**src/rtl/wb_stage.sv**
```systemverilog
//------------------------------------------------------------------------------
// Module   : wb_stage
// Brief    : MEM/WB pipeline register, write-back select, sticky halt FSM and
//            saturating retired-instruction counter.
// Revision : 1.0 - initial release
//------------------------------------------------------------------------------
`default_nettype none

module wb_stage #(
  parameter int DATA_W = 16,
  parameter int ADDR_W = 4,
  parameter int CNT_W  = 16
) (
  input  logic              clk,
  input  logic              rst_n,
  input  logic              stall,
  input  logic              flush,
  input  logic              mem_valid,
  input  logic              mem_reg_write,
  input  logic [ADDR_W-1:0] mem_rd,
  input  logic [1:0]        mem_wb_sel,
  input  logic [DATA_W-1:0] mem_alu_res,
  input  logic [DATA_W-1:0] mem_rd_data,
  input  logic [DATA_W-1:0] mem_link,
  input  logic [DATA_W-1:0] mem_imm,
  input  logic              mem_halt,
  output logic              rf_we,
  output logic [ADDR_W-1:0] rf_waddr,
  output logic [DATA_W-1:0] rf_wdata,
  output logic              halted,
  output logic [CNT_W-1:0]  retire_cnt
);

  typedef enum logic [0:0] {
    RUN    = 1'b0,
    HALTED = 1'b1
  } state_t;

  localparam logic [CNT_W-1:0] c_cntOne = {{(CNT_W-1){1'b0}}, 1'b1};

  state_t              r_state;
  logic                r_wbValid;
  logic                r_wbRegWrite;
  logic                r_wbHalt;
  logic [ADDR_W-1:0]   r_wbRd;
  logic [1:0]          r_wbSel;
  logic [DATA_W-1:0]   r_wbAlu;
  logic [DATA_W-1:0]   r_wbRdData;
  logic [DATA_W-1:0]   r_wbLink;
  logic [DATA_W-1:0]   r_wbImm;
  logic [CNT_W-1:0]    r_retireCnt;

  logic                w_run;
  logic                w_retire;
  logic [DATA_W-1:0]   w_wdata;

  assign w_run    = (r_state == RUN);
  assign w_retire = r_wbValid & ~stall & w_run;

  always_ff @(posedge clk or negedge rst_n) begin
    if (!rst_n) begin
      r_state      <= RUN;
      r_wbValid    <= 1'b0;
      r_wbRegWrite <= 1'b0;
      r_wbHalt     <= 1'b0;
      r_wbRd       <= '0;
      r_wbSel      <= '0;
      r_wbAlu      <= '0;
      r_wbRdData   <= '0;
      r_wbLink     <= '0;
      r_wbImm      <= '0;
      r_retireCnt  <= '0;
    end else if (w_run) begin
      // A HALT already in WB retires even when the incoming entry is flushed.
      if (w_retire && r_wbHalt) begin
        r_state <= HALTED;
      end
      if (w_retire && (r_retireCnt != {CNT_W{1'b1}})) begin
        r_retireCnt <= r_retireCnt + c_cntOne;
      end
      if (flush) begin
        r_wbValid    <= 1'b0;
        r_wbRegWrite <= 1'b0;
        r_wbHalt     <= 1'b0;
        r_wbRd       <= '0;
        r_wbSel      <= '0;
        r_wbAlu      <= '0;
        r_wbRdData   <= '0;
        r_wbLink     <= '0;
        r_wbImm      <= '0;
      end else if (!stall) begin
        r_wbValid    <= mem_valid;
        r_wbRegWrite <= mem_reg_write;
        r_wbHalt     <= mem_halt;
        r_wbRd       <= mem_rd;
        r_wbSel      <= mem_wb_sel;
        r_wbAlu      <= mem_alu_res;
        r_wbRdData   <= mem_rd_data;
        r_wbLink     <= mem_link;
        r_wbImm      <= mem_imm;
      end
    end
  end

  always_comb begin
    w_wdata = r_wbAlu;
    case (r_wbSel)
      2'd0:    w_wdata = r_wbAlu;
      2'd1:    w_wdata = r_wbRdData;
      2'd2:    w_wdata = r_wbLink;
      default: w_wdata = r_wbImm;
    endcase
  end

  // r0 is hardwired zero, so writes to it never reach the register file.
  assign rf_we      = r_wbValid & r_wbRegWrite & ~r_wbHalt & (r_wbRd != '0) & ~stall & w_run;
  assign rf_waddr   = r_wbRd;
  assign rf_wdata   = w_wdata;
  assign halted     = (r_state == HALTED);
  assign retire_cnt = r_retireCnt;

endmodule

`default_nettype wire

```
**config.mk**
```make
export PLATFORM = sky130hd
export DESIGN_NAME = wb_stage
export DESIGN_NICKNAME = d
export VERILOG_FILES = /design/src/rtl/wb_stage.sv
export SDC_FILE = /design/constraint.sdc
export NUM_CORES = 1
export LEC_CHECK = 0
export CAP_MARGIN = 40
export CORE_MARGIN = 2
export CORE_UTILIZATION = 52
export DETAILED_ROUTE_END_ITERATION = 10
export MAX_ROUTING_LAYER = met4
export PLACE_DENSITY = 0.87
export SYNTH_ARGS = -nofsm -noshare
export SYNTH_HDL_FRONTEND = slang
export SYNTH_SLANG_ARGS = --single-unit
```
**constraint.sdc**
```tcl
create_clock -name clk -period 2.7 [get_ports clk]
set_input_delay 0.54 -clock clk [delete_from_list [all_inputs] [get_ports clk]]
set_output_delay 0.54 -clock clk [all_outputs]
set_load 0.03 [all_outputs]
```
==> results.json, run 1 <==
{
  "status": "finished clean",
  "yosys_warnings": 0,
  "htreeDepth": 3,
  "viasPerCell": 5.399,
  "wire_per_inst_microns": 15.67,
  "finalSetupViolCount": 0,
  "diodes": 0,
  "drtPass1Iterations": 4,
  "r2r_slack_ps": 670,
  "synth_cell_types": 29,
  "timing.rr.end": "retire_cnt[15]$_DFFE_PN0P_",
  "yosysSeqAreaShare_pct": 54.69,
  "io_buffers": 114,
  "cts_sinks": 90,
  "required_ps": 2160,
  "initial_core_util_pct": 53.56,
  "syn_area_sq_mm": 0.004118,
  "cts_hold_buf": 0,
  "antenna_found_initial": 0,
  "dp_hpwl_mm": 7.090,
  "p_switching_mw": 2.054,
  "clockBufferDepth": 2,
  "overflow": 0,
  "nFillCells": 548,
  "area_growth_pct": 36.31,
  "timing.final.crit_share_pct": 90.53,
  "rsz0062_at_grt": "false",
  "sw_frac_of_total_pct": 38.01,
  "place_area_sq_mm": 0.005368,
  "clk_latency_ps": 350,
  "reg2reg_from": "retire_cnt[0]$_DFFE_PN0P_",
  "io_pins": 115,
  "path_class": "in -> out",
  "finalClockSkew_ps": 12.17,
  "cts_made_buffers": 9,
  "min_period_ps": 2444,
  "grt_max_degree": 74,
  "grt_pass1_wl_mm": 15.75,
  "ir_drop_mv": 0.4544,
  "clockPowerShare_pct": 17.5,
  "p_seq_share_pct": 40.3,
  "synthCells": 417,
  "mostFrequentLayoutCells": "151 x nand2_1, 97 x clkdlybuf4s50_1, 90 x dfrtp_1",
  "drive_above_1_share_pct": 10.29,
  "slew_violations": 0,
  "power_frac_comb_pct": 42.1,
  "max_stage_delay_ps": 470,
  "ys_ff_latch": 90,
  "layout_commonest_cell": "nand2_1",
  "num_rows": 32,
  "syn_area_per_cell_sq_um": 9.875,
  "final_nets": 598,
  "antenna_left": 0,
  "end_kind": "primary output",
  "dieArea_sq_mm": 0.008646,
  "syn_nets": 495,
  "fmax_mhz": 409.1,
  "grt_pass1_vias": 3255,
  "arrival_ps": 1900,
  "core_region_area_sq_mm": 0.007687,
  "fp.dieH_microns": 92.99,
  "clk_pin_slew_ps": 90,
  "ff2ff_path_depth": 6,
  "die_x_microns": 92.99,
  "fin_setup_tns_ps": 0,
  "via_count": 3385,
  "slew_headroom_pct": 51.50,
  "critPathMaxFanout": 3,
  "worst_pin_slew_ps": 727.5,
  "power.density_mw_per_mm2": 962.6,
  "cap_violations": 0,
  "grt_usage_pct": 24.09,
  "first_iter_violations": 131,
  "hold_viol": 0,
  "gp_congestion": 0.9408,
  "holdCritPathClass": "in -> async",
  "drt_wl_total_mm": 9.826,
  "cts_root_buf": "clkbuf_8",
  "drc": 0,
  "final_area_sq_mm": 0.005613,
  "p_int_mw": 3.349,
  "whs_ps": 167.6,
  "power.leakage_nw": 2.661,
  "critPathSlowestCell": "clkdlybuf4s50_1",
  "crit_chain": "clkdlybuf4s50_1 > or3b_4 > nor4b_2 > buf_4",
  "critPathLaunchType": "input pin",
  "cts_tree": "yes"
}
## how the worst max path moves through the flow
stage                                       from          end  slack, ps  cells after the start
final                                      stall        rf_we        260                      4
after global routing                       stall        rf_we        200                      4
after CTS                 r_wbSel[0]$_DFFE_PN0P_  rf_wdata[1]         20                      3
after detailed placement                   stall        rf_we        240                      4
after global placement                     stall        rf_we        300                      4
after floorplan                 halted$_DFF_PN0_        rf_we        400                      3
## metrics by stage
step / total power, mW / util [%] / setup WS (ps) / instances
final: 5.403 / 73.01 / 255.6 / 627
after global routing: 5.741 / 73.01 / 196.3 / 627
after CTS: 5.461 / 72.59 / 18.07 / 627
after detailed placement: 4.517 / 69.82 / 241.4 / 611
after global placement: 4.409 / 69.82 / 295.3 / 611
after floorplan: 3.572 / - / 403.1 / 417
## sequential cells by signal, indices dropped and copies added (netlist names), 2 cells and up
signal      flops
retire_cnt     16
r_wbSel         2
r_wbLink       16
r_wbRdData     16
rf_waddr        4
r_wbImm        16
r_wbAlu        16
## per-layer routing
metal | routed length (microns) | GRT usage, % | vias up | part of all wire (%)
li1 | - | - | 1609 | -
met1 | 4127 | 31.63 | 1645 | 42
met2 | 5085 | 38.71 | 117 | 52
met3 | 454 | 3.868 | 14 | 4.6
met4 | 159 | 8.578 | 0 | 1.6
met5 | 0 | - | - | 0
## cell usage after synthesis
cell      count  area [sq um]
a21o_1        1         7.510
a31o_2        1         8.760
and2_1        1         6.260
and3_1        3         18.77
and4_1        1         8.760
buf_1         1         3.750
buf_2         4         20.02
buf_6         2         22.52
clkbuf_1     23         86.33
dfrtp_1      90          2252
ha_1          1         12.51
inv_1         3         11.26
mux2_2        1         11.26
mux4_2       16         360.4
nand2_1     151         566.8
nand3_1       5         25.02
nand4_1       5         31.28
nor2_1        1         3.750
nor3_1        7         35.03
nor3b_1       2         15.01
nor4_1        3         18.77
nor4_2        2         25.02
nor4_4        2         42.54
nor4b_1       1         8.760
o21ai_0      73         365.4
o21bai_1      1         7.510
or3b_4        1         11.26
xnor2_1       1         8.760
xor2_1       14         122.6
## repair_timing
action                                  CTS  global route
buffers inserted                          0             0
resized for setup                         0            13
endpoints found under the hold margin     0             0
endpoints found under the setup margin    0            13
## area by class of cell
type                       instances  area [sq um]  area share, %
timing repair buffer             122          1274          22.69
tap                              102         127.6          2.274
sequential                        90          2252          40.12
inverter                           3         11.26         0.2006
multi-input combinational        294          1735          30.92
clock inverter                     5         61.31          1.092
clock buffer                      11         151.4          2.697
## power by group through the flow
stage	clock [mW]	combinational [mW]	sequential, mW
2_1_floorplan	0	1.38	2.19
3_3_place_gp	0	2.26	2.15
3_5_place_dp	0	2.33	2.19
4_1_cts	0.959	2.33	2.17
5_1_grt	1.03	2.47	2.23
6_report	0.948	2.28	2.18
## logic make-up after synthesis
| kind of cell | count (synthesis) | share of synthesized area, % |
|---|---|---|
| simple gates | 185 | 19.84 |
| flops | 90 | 54.69 |
| compound gates | 76 | 9.450 |
| buf+inv | 33 | 3.494 |
| mux | 17 | 9.025 |
| xor+xnor | 15 | 3.191 |
| fa+ha+maj | 1 | 0.3038 |
## worst max-delay path, delay by kind of cell
| kind | cells | cell delay (ps) |
|---|---|---|
| and+or+nand+nor | 2 | 680 |
| buffers and inverters | 2 | 680 |
(Power assumes the default switching activity.)
==> inputs of run 2 (changes only) <==
--- a/config.mk
+++ b/config.mk
@@ -5,12 +5,12 @@
 export SDC_FILE = /design/constraint.sdc
 export NUM_CORES = 1
 export LEC_CHECK = 0
-export CAP_MARGIN = 40
 export CORE_MARGIN = 2
 export CORE_UTILIZATION = 52
 export DETAILED_ROUTE_END_ITERATION = 10
 export MAX_ROUTING_LAYER = met4
 export PLACE_DENSITY = 0.87
+export REMOVE_ABC_BUFFERS = 1
 export SYNTH_ARGS = -nofsm -noshare
 export SYNTH_HDL_FRONTEND = slang
 export SYNTH_SLANG_ARGS = --single-unit
==> results.json, run 2 (synthesis gave the netlist of run 1 again) <==
{
  "wire_per_inst_microns": 15.32,
  "layout_commonest_cell": "nand2_1",
  "drc": 0,
  "worst_pin_slew_ps": 564.3,
  "hold_viol": 0,
  "io_pins": 115,
  "fp.dieH_microns": 92.99,
  "critPathSlowestCell": "clkdlybuf4s50_1",
  "grt_usage_pct": 24.11,
  "fin_setup_tns_ps": 0,
  "final_area_sq_mm": 0.005575,
  "arrival_ps": 2050,
  "power.leakage_nw": 2.534,
  "slew_headroom_pct": 62.38,
  "place_ws_ps": 229.8,
  "status": "finished clean",
  "grt_pass1_vias": 3302,
  "drive_above_1_share_pct": 9.677,
  "cts_setup_buffers": 0,
  "cap_violations": 0,
  "path_class": "reg -> out",
  "grt_pass1_wl_mm": 15.79,
  "overflow": 0,
  "critPathMaxFanout": 7,
  "min_period_ps": 2587,
  "p_int_mw": 3.339,
  "core_region_area_sq_mm": 0.007687,
  "first_iter_violations": 121,
  "holdCritPathClass": "in -> async",
  "fmax_mhz": 386.5,
  "num_rows": 32,
  "critPathBufInv": 2,
  "initial_core_util_pct": 53.56,
  "drtPass1Iterations": 5,
  "p_switching_mw": 2.019,
  "dp_cells": 613,
  "htreeDepth": 3,
  "end_kind": "primary output",
  "antenna_left": 0,
  "critical_path.top_delay_family": "buffers and inverters",
  "gp_congestion": 0.8150,
  "io_buffers": 114,
  "clk_latency_ps": 350,
  "timing.rr.end": "retire_cnt[15]$_DFFE_PN0P_",
  "cts_hold_buf": 0,
  "critPathLaunchType": "flop",
  "drt_wl_total_mm": 9.635,
  "clk_pin_slew_ps": 90,
  "timing.final.crit_share_pct": 95.83,
  "slew_violations": 0,
  "sw_frac_of_total_pct": 37.68,
  "power_mw": 5.358,
  "dp_hpwl_mm": 7.046,
  "cts_root_buf": "clkbuf_8",
  "post-route-util_pct": 72.53,
  "final_cells": 629,
  "viasPerCell": 5.307,
  "grt_max_degree": 69,
  "power_frac_comb_pct": 40.6,
  "required_ps": 2160,
  "rsz0062_at_grt": "false",
  "finalSetupViolCount": 0,
  "crit_start": "r_wbSel[1]$_DFFE_PN0P_",
  "reg2reg_from": "retire_cnt[0]$_DFFE_PN0P_",
  "whs_ps": 177.6,
  "power.density_mw_per_mm2": 961.1,
  "clockBufferDepth": 2,
  "max_stage_delay_ps": 620,
  "fin_ws_ps": 112.7,
  "p_seq_share_pct": 40.6,
  "antenna_found_initial": 0,
  "final_nets": 600,
  "die_x_microns": 92.99,
  "cts_made_buffers": 9,
  "via_count": 3338,
  "ir_drop_mv": 0.5001,
  "crit_chain": "buf_4 > mux4_2 > clkdlybuf4s50_1",
  "cts_resized": 13,
  "finalClockSkew_ps": 7.976,
  "clockPowerShare_pct": 18.8,
  "diodes": 0,
  "r2r_slack_ps": 690,
  "cts_tree": "yes",
  "place_area_sq_mm": 0.005369,
  "ff2ff_path_depth": 6,
  "dieArea_sq_mm": 0.008646,
  "area_growth_pct": 35.40,
  "mostFrequentLayoutCells": "151 x nand2_1, 98 x clkdlybuf4s50_1, 90 x dfrtp_1",
  "cts_sinks": 90
}
==> run 2: power groups by stage <==
stage | Combinational, mW | Clock (mW) | Sequential [mW]
floorplan | 1.24 | 0 | 2.27
global placement | 2.23 | 0 | 2.16
detailed placement | 2.31 | 0 | 2.20
CTS | 2.21 | 1.02 | 2.18
global route | 2.37 | 1.08 | 2.24
finish | 2.17 | 1.01 | 2.18
==> run 2: how the worst max path moves through the flow <==
stage               slack [ps]  cells after the start                endpoint
global placement           290                      4                   rf_we
CTS                          2                      3             rf_wdata[6]
floorplan                -1350                      3  r_wbAlu[0]$_DFFE_PN0P_
global route                30                      3            rf_wdata[13]
finish                     110                      3            rf_wdata[13]
detailed placement         230                      4                   rf_we
==> run 2: layout make-up <==
| cell class | instances | area (sq um) |
|---|---|---|
| fillers | 564 | 2112 |
| well taps | 102 | 127.6 |
| repair buffers | 124 | 1235 |
| flip-flops and latches | 90 | 2252 |
| clock inverters | 4 | 75.07 |
| multi-input cells | 294 | 1729 |
| clock buffers | 12 | 145.1 |
| inverters | 3 | 11.26 |
==> run 2: layer usage <==
layer,routed length (microns),vias to the layer above,GRT usage (%)
li1,-,1613,-
met1,4117,1596,31.25
met2,4801,115,39.31
met3,589,14,4.351
met4,127,0,7.598
met5,0,-,-
==> inputs of run 3 (changes only) <==
--- a/config.mk
+++ b/config.mk
@@ -5,11 +5,12 @@
 export SDC_FILE = /design/constraint.sdc
 export NUM_CORES = 1
 export LEC_CHECK = 0
-export CORE_MARGIN = 2
-export CORE_UTILIZATION = 52
+export CAP_MARGIN = 40
+export CORE_MARGIN = 4
+export CORE_UTILIZATION = 50
 export DETAILED_ROUTE_END_ITERATION = 10
 export MAX_ROUTING_LAYER = met4
-export PLACE_DENSITY = 0.87
+export PLACE_DENSITY = 0.84
 export REMOVE_ABC_BUFFERS = 1
 export SYNTH_ARGS = -nofsm -noshare
 export SYNTH_HDL_FRONTEND = slang
==> results.json, run 3 (synthesis gave the netlist of run 1 again) <==
{
  "status": "finished clean",
  "power_frac_comb_pct": 41.8,
  "grt_usage_pct": 20.75,
  "sw_frac_of_total_pct": 37.17,
  "num_rows": 32,
  "finalClockSkew_ps": 15.64,
  "worst_pin_slew_ps": 865.2,
  "viasPerCell": 5.233,
  "grt_pass1_wl_mm": 15.80,
  "required_ps": 2160,
  "power_mw": 5.469,
  "p_seq_share_pct": 39.3,
  "clockPowerShare_pct": 18.9,
  "drt_wl_total_mm": 9.596,
  "fin_ws_ps": 111.8,
  "io_pins": 115,
  "fp.dieH_microns": 98.75,
  "grt_pass1_vias": 3356,
  "arrival_ps": 2050,
  "slew_violations": 0,
  "io_buffers": 114,
  "via_count": 3297,
  "dieArea_sq_mm": 0.009752,
  "drc": 0,
  "antenna_found_initial": 0,
  "diodes": 0,
  "path_class": "reg -> out",
  "ir_drop_mv": 0.5067,
  "cts_root_buf": "clkbuf_8",
  "dp_hpwl_mm": 6.819,
  "layout_commonest_cell": "nand2_1",
  "final_area_sq_mm": 0.005605,
  "cts_tree": "yes",
  "core_region_area_sq_mm": 0.007848,
  "timing.final.crit_share_pct": 95.86,
  "cap_violations": 0,
  "cts_hold_buf": 0,
  "critPathLaunchType": "flop",
  "holdCritPathClass": "in -> async",
  "wire_per_inst_microns": 15.23,
  "power.density_mw_per_mm2": 975.7,
  "place_area_sq_mm": 0.005351,
  "drtPass1Iterations": 5,
  "critPathMaxFanout": 7,
  "clk_pin_slew_ps": 90,
  "first_iter_violations": 152,
  "clockBufferDepth": 2,
  "die_x_microns": 98.75,
  "p_int_mw": 3.436,
  "final_nets": 601,
  "power.leakage_nw": 2.633,
  "cts_made_buffers": 9,
  "min_period_ps": 2588,
  "end_kind": "primary output",
  "antenna_left": 0,
  "initial_core_util_pct": 52.47,
  "overflow": 0,
  "finalSetupViolCount": 0,
  "fin_setup_tns_ps": 0,
  "area_growth_pct": 36.13,
  "rsz0062_at_grt": "false",
  "cts_sinks": 90,
  "gp_congestion": 0.8745,
  "clk_latency_ps": 350,
  "mostFrequentLayoutCells": "151 x nand2_1, 102 x clkdlybuf4s50_1, 90 x dfrtp_1",
  "slew_headroom_pct": 42.32,
  "htreeDepth": 3,
  "place_ws_ps": 265.2,
  "p_switching_mw": 2.033,
  "hold_viol": 0,
  "fmax_mhz": 386.4,
  "drive_above_1_share_pct": 10.04,
  "grt_max_degree": 77
}
==> run 3: cell count changes in the layout (fill, tap and decap cells not counted) <==
| cell | change |
|---|---|
| clkinv_2 | +1 |
| buf_4 | +3 |
| dlygate4sd2_1 | -13 |
| dlymetal6s2s_1 | +9 |
| clkbuf_8 | +1 |
| clkinv_4 | +1 |
| clkbuf_1 | -1 |
| clkinvlp_4 | -2 |
| buf_12 | -2 |
| clkdlybuf4s50_1 | +4 |
==> run 3: worst max-delay path, stage by stage (launching register included) <==
cell and delay, ps:
dfrtp_1 360, buf_4 200, mux4_2 510, clkdlybuf4s50_1 640
==> run 3: routing by layer <==
layer	track usage [%]	share of wire, %
met2	33.83	49
met4	6.303	1.6
met3	3.680	6.1
met5	-	0
met1	26.68	43
==> run 3: final cells by class <==
class | count | area [sq um]
multi-input cells | 294 | 1729
inverters | 3 | 11.26
fillers | 592 | 2242
well taps | 102 | 127.6
flip-flops and latches | 90 | 2252
clock buffers | 12 | 155.1
clock inverters | 4 | 73.82
repair buffers | 125 | 1256
==> run 3: per-stage QoR <==
stage	utilization (%)	std cells	hold WS [ps]
after floorplan	-	387	244.4
after global placement	68.19	614	455.5
after detailed placement	68.19	614	466.3
after CTS	71.11	630	320.9
after global routing	71.43	630	370.1
final	71.43	630	286.8
==> run 3: worst paths after layout <==
check                                          start                          to  slack (ps)  cells past startpoint
max reg2reg                retire_cnt[0]$_DFFE_PN0P_  retire_cnt[15]$_DFFE_PN0P_         760                      6
max in group asynchronous                      rst_n      r_wbImm[8]$_DFFE_PN0P_        1680                      2
max                           r_wbSel[0]$_DFFE_PN0P_                 rf_wdata[4]         110                      3
min                                            rst_n            halted$_DFF_PN0_         290                      1
min in group clk           r_wbRdData[9]$_DFFE_PN0P_   r_wbRdData[9]$_DFFE_PN0P_         480                      2
min reg2reg                r_wbRdData[9]$_DFFE_PN0P_   r_wbRdData[9]$_DFFE_PN0P_         480                      2
==> run 3: power groups by stage <==
| stage | Sequential (mW) | Clock, mW | Combinational [mW] |
|---|---|---|---|
| after CTS | 2.15 | 1.05 | 2.34 |
| after detailed placement | 2.17 | 0 | 2.33 |
| after floorplan | 2.27 | 0 | 1.24 |
| after global placement | 2.12 | 0 | 2.26 |
| final | 2.15 | 1.03 | 2.29 |
| after global routing | 2.21 | 1.11 | 2.50 |
==> run 3: repair_timing <==
item | 4_1_cts | 5_1_grt
gates resized for setup | 0 | 10
setup endpoints to repair | 0 | 10
setup buffers | 0 | 0
